File: src/rtl/decoder_pkg.sv
// decoder_pkg: shared mode encoding and one-hot helper for the decoder blocks
package decoder_pkg;
  typedef enum logic {
    MODE_DIRECT = 1'b0,
    MODE_SCAN   = 1'b1
  } scan_mode_e;
  localparam int MAX_N = 256;
  function automatic logic [MAX_N-1:0] onehot_f(input int unsigned index, input logic polarity);
    logic [MAX_N-1:0] v;
    v = MAX_N'(1) << index;
    return polarity ? ~v : v;
  endfunction
endpackage

File: src/rtl/tick_divider.sv
// tick_divider: counts enabled scan clocks and flags the last clock of each step
module tick_divider #(
  parameter int TICK_DIV = 100000
) (
  input  logic clk,
  input  logic rst,
  input  logic run,
  input  logic clr,
  output logic tick
);
  localparam int DIV_W = TICK_DIV > 1 ? $clog2(TICK_DIV) : 1;
  logic [DIV_W-1:0] div_q, div_d;
  assign tick = run && div_q == DIV_W'(TICK_DIV - 1);
  always_comb begin
    div_d = div_q;
    if (clr || tick) div_d = '0;
    else if (run) div_d = div_q + 1'b1;
  end
  always_ff @(posedge clk) div_q <= rst ? '0 : div_d;
endmodule

File: src/rtl/onehot_scan_decoder.sv
// onehot_scan_decoder: registered binary-to-one-hot decoder with direct and scan modes
module onehot_scan_decoder
  import decoder_pkg::*;
#(
  parameter int SEL_W      = 2,
  parameter int TICK_DIV   = 100000,
  parameter bit ACTIVE_LOW = 1'b0,
  localparam int N         = 2 ** SEL_W
) (
  input  logic             clk,
  input  logic             rst,
  input  logic             en,
  input  logic             mode,
  input  logic [SEL_W-1:0] sel,
  output logic [N-1:0]     onehot,
  output logic [SEL_W-1:0] idx,
  output logic             step
);
  logic             scan, tick;
  logic [SEL_W-1:0] idx_q, idx_d;
  logic             step_q, step_d;
  logic [N-1:0]     out_q, out_d;
  assign scan = scan_mode_e'(mode) == MODE_SCAN;
  tick_divider #(.TICK_DIV(TICK_DIV)) u_div (
    .clk (clk),
    .rst (rst),
    .run (en && scan),
    .clr (en && !scan),
    .tick(tick)
  );
  always_comb begin
    idx_d  = idx_q;
    step_d = 1'b0;
    out_d  = {N{ACTIVE_LOW}};
    if (en) begin
      idx_d  = scan ? (tick ? idx_q + 1'b1 : idx_q) : sel;
      step_d = tick;
      out_d  = N'(onehot_f(int'(idx_d), ACTIVE_LOW));
    end
  end
  always_ff @(posedge clk) begin
    idx_q  <= rst ? '0 : idx_d;
    step_q <= rst ? 1'b0 : step_d;
    out_q  <= rst ? {N{ACTIVE_LOW}} : out_d;
  end
  assign onehot = out_q;
  assign idx    = idx_q;
  assign step   = step_q;
endmodule
File: config.mk
export PLATFORM = sky130hd
export DESIGN_NAME = onehot_scan_decoder
export DESIGN_NICKNAME = d
export VERILOG_FILES = /design/src/rtl/decoder_pkg.sv /design/src/rtl/tick_divider.sv /design/src/rtl/onehot_scan_decoder.sv
export SDC_FILE = /design/constraint.sdc
export NUM_CORES = 1
export LEC_CHECK = 0
export ABC_CLOCK_PERIOD_IN_PS = 3400
export BUFFER_PORTS_ARGS = -buffer_cell sky130_fd_sc_hd__buf_2
export CAP_MARGIN = 20
export CORE_MARGIN = 10
export CORE_UTILIZATION = 55
export CTS_CLUSTER_SIZE = 14
export DETAILED_ROUTE_END_ITERATION = 10
export GPL_TIMING_DRIVEN = 0
export PLACE_DENSITY = 0.76
export REMOVE_ABC_BUFFERS = 1
export SLEW_MARGIN = 20
export SYNTH_ARGS = -nofsm -noshare
export SYNTH_HDL_FRONTEND = slang
export SYNTH_HIERARCHICAL = 1
export SYNTH_SLANG_ARGS = --single-unit
export TNS_END_PERCENT = 20
File: constraint.sdc
create_clock -name clk -period 3.4 [get_ports clk]
set_input_delay 0.85 -clock clk [delete_from_list [all_inputs] [get_ports clk]]
set_output_delay 0.85 -clock clk [all_outputs]
set_load 0.03 [all_outputs]
==> impl_results.md <==
* CTS Buf Count at 3
* Post-synth top cells: dfxtp_1, nor2_1, xnor2_1
* Most common cell in the synthesized netlist: dfxtp_1
* First-pass GRT wire length at ~3.9 mm
* Area growth syn-to-layout at 9.12%
* Leakage at around 0.44 nW
* Main flop type after synthesis: dfxtp_1
* Vias at 940
* Total power at 0.472 mW
* Final Hold Fails at 0
* Skew final at 0.00909 ns
* Reg2reg end: onehot[2]$_SDFF_PP0_
* Layout cell share with drive strength beyond 1 at 0.182
* FP Rows at 16
* Diode count at 0
* Worst Setup End Kind: flop
* Yosys warns at 6
* Max cap viols at 0
* Die footprint at 4290 um^2
* Drt first pass iters at 4
* Vias per cell at 5.73
* Syn_area_per_cell at ~9.2 um^2
* Post-layout min period at 2.85 ns
* Mapped Cells at 124
* DRT antenna net count at 0
* F_max at 350 MHz
* Cell type with the largest total area after synthesis: dfxtp_1
* Port-buffer cells at 12
* Peak supply drop at 242 uV
* Clock share of power at 0.310
* Startpoint types: input port
* Total gr overflow at 0
* RSZ-0062 raised after global routing: false
* Period utilisation layout at 0.839
* Worst-skew pair later-pin latency at 0.31 ns
* Max Slew Vio Count at 0
* Clk slew on worst S/H paths at 0.13 ns
* Initial antenna violation count at 0
* Sequential area share after synthesis at 0.422
* Worst slew pin tran at approximately 0.75 ns
* CTS tree: done
* Worst R2R Path Depth at 6
* Die H at 65.5 um
* Postcts setup bufs at 0
* Layout Nets at 145
* Routed len/inst at 13.4 um
* Register bit count reported by yosys at 24
* Hold WC Path Type: flop to flop
* R2R Setup Slk at 0.85 ns
* Fillers at 197
* Placer Congestion at 0.768
* Largest net degree at the start of global routing at 18
* Sequential share of power at 0.612
* 1st-iter DRT viols at 35
* Mapped cell area at between 1000 and 1500 um^2
* Routed wire length at about 2.2 mm
* Count of cell types in the netlist at 37
* FFs w/ async S/R, synth at 0
* H-Tree Depth at 1
* Internal power at 0.364 mW
* Register Area at just under 500 um^2
* Chip width at 65.5 um
* CTS Hold Bufs at 0
* Min-Delay Endpoint: u_div/div_q[16]$_SDFFE_PP0P_
* # IOs at 13
* Critical Path RT at 3.59 ns
* Synth area leaders: dfxtp_1, nor2_1, xnor2_1, xor2_1, nand4_1
* Pwr/cell area at 380 nW/um^2
* Core ar. at 1960 um^2
* # DRC at 0
* Setup CP Type: input port to flop
* Status: finished, final reports clean
* Final Setup Violations at 0
* Synth top area share at 0.422
* Sw Ratio at 0.229
* WP data arrival at approximately 3.1 ns
* Max Buffers Root-to-Sink at 2
* Relative slew margins at 0.497
* Root Driver: clkbuf_4
* R2R Path Start: u_div/div_q[0]$_SDFFE_PP0P_
* Setup TNS at 0 ns
* Detailed Place HPWL at 1.59 mm
* Comb pwr share at 0.078
* GRT Total Usage at 0.111
* Initial core utilization at 0.580
* NetSw at 0.108 mW
* Resized cells post-CTS at 0
* Max FO, Critical Path at 10
* Number of global-route vias before repair at between 900 and 1k
* Hold depth at 2
* Clock Sinks at 24
* Post-synth EDFFs at 0
* Multi-input combinational cell area at 624 um^2
* Worst hold start: u_div/div_q[16]$_SDFFE_PP0P_
## cell families (layout without fill, tap and decap cells)
group | after synthesis | in the layout | share of synthesized area
compound gates | 13 | 13 | 0.0813
fa+ha+maj | 1 | 1 | 0.0110
xor+xnor | 15 | 15 | 0.115
buf+inv | 5 | 18 | 0.0297
mux | 1 | 1 | 0.00879
simple gates | 65 | 65 | 0.332
flops | 24 | 24 | 0.422
## worst max-delay path: stages
cell and delay [ns]:
buf_2 0.14, and2_1 0.41, nand4_4 0.21, nor4_1 0.71, a21boi_0 0.28, o31ai_1 0.34
nor3_1 0.12
## placed cells by master, fill, tap and decap left out, types with 2 or more instances in the layout
cell	n
or3_1	3
nand3_2	2
clkbuf_4	3
inv_1	2
nor3_1	2
nor2_1	20
nand2b_1	2
nand4_1	7
dfxtp_1	24
nor4_1	6
nand2_1	6
and3_1	2
a21oi_1	4
buf_2	12
o21ai_0	3
xnor2_1	8
nand3_1	4
xor2_1	7
## stage by stage
step	cell area, um^2	utilization	hold slack (ns)	cells	setup WS [ns]
after floorplan	1110	-	0.453	121	0.829
after global placement	1210	0.615	0.475	160	0.325
after detailed placement	1210	0.615	0.495	160	0.255
after CTS	1240	0.633	0.512	164	0.590
after global routing	1240	0.633	0.550	164	0.300
final	1240	0.633	0.507	164	0.546
## final cells by class
| cell class | count | share of cell area |
|---|---|---|
| clock buffer | 4 | 0.0292 |
| inverter | 2 | 0.00604 |
| multi-input combinational | 95 | 0.503 |
| sequential | 24 | 0.387 |
| tap | 27 | 0.0272 |
| timing repair buffer | 12 | 0.0483 |
## sequential cells by signal, indices dropped and copies added (netlist names)
name,count
idx,2
onehot,4
step,1
u_div/div_q,17
## how the worst max path moves through the flow
stage	startpoint	end	depth (start not counted)	slack, ns
after global placement	mode	idx[1]$_SDFFE_PP0P_	7	0.33
final	mode	onehot[2]$_SDFF_PP0_	7	0.55
after floorplan	mode	idx[1]$_SDFFE_PP0P_	6	0.83
after detailed placement	mode	idx[1]$_SDFFE_PP0P_	7	0.25
after CTS	mode	idx[1]$_SDFFE_PP0P_	7	0.59
after global routing	mode	idx[1]$_SDFFE_PP0P_	7	0.30
## power by group through the flow
stage,Combinational (mW),Sequential [mW],Clock [mW]
2_1_floorplan,0.0190,0.301,0
3_3_place_gp,0.0364,0.295,0
3_5_place_dp,0.0368,0.295,0
4_1_cts,0.0369,0.289,0.151
5_1_grt,0.0402,0.289,0.162
6_report,0.0368,0.289,0.146
## routing by layer
layer / track usage / up-vias / wire length, um
li1: - / 467 / -
met1: 0.116 / 447 / 925
met2: 0.191 / 22 / 1080
met3: 0.0373 / 4 / 169
met4: 0.0588 / 0 / 31
met5: 0 / - / 0
Power figures use the tool's default switching activity.
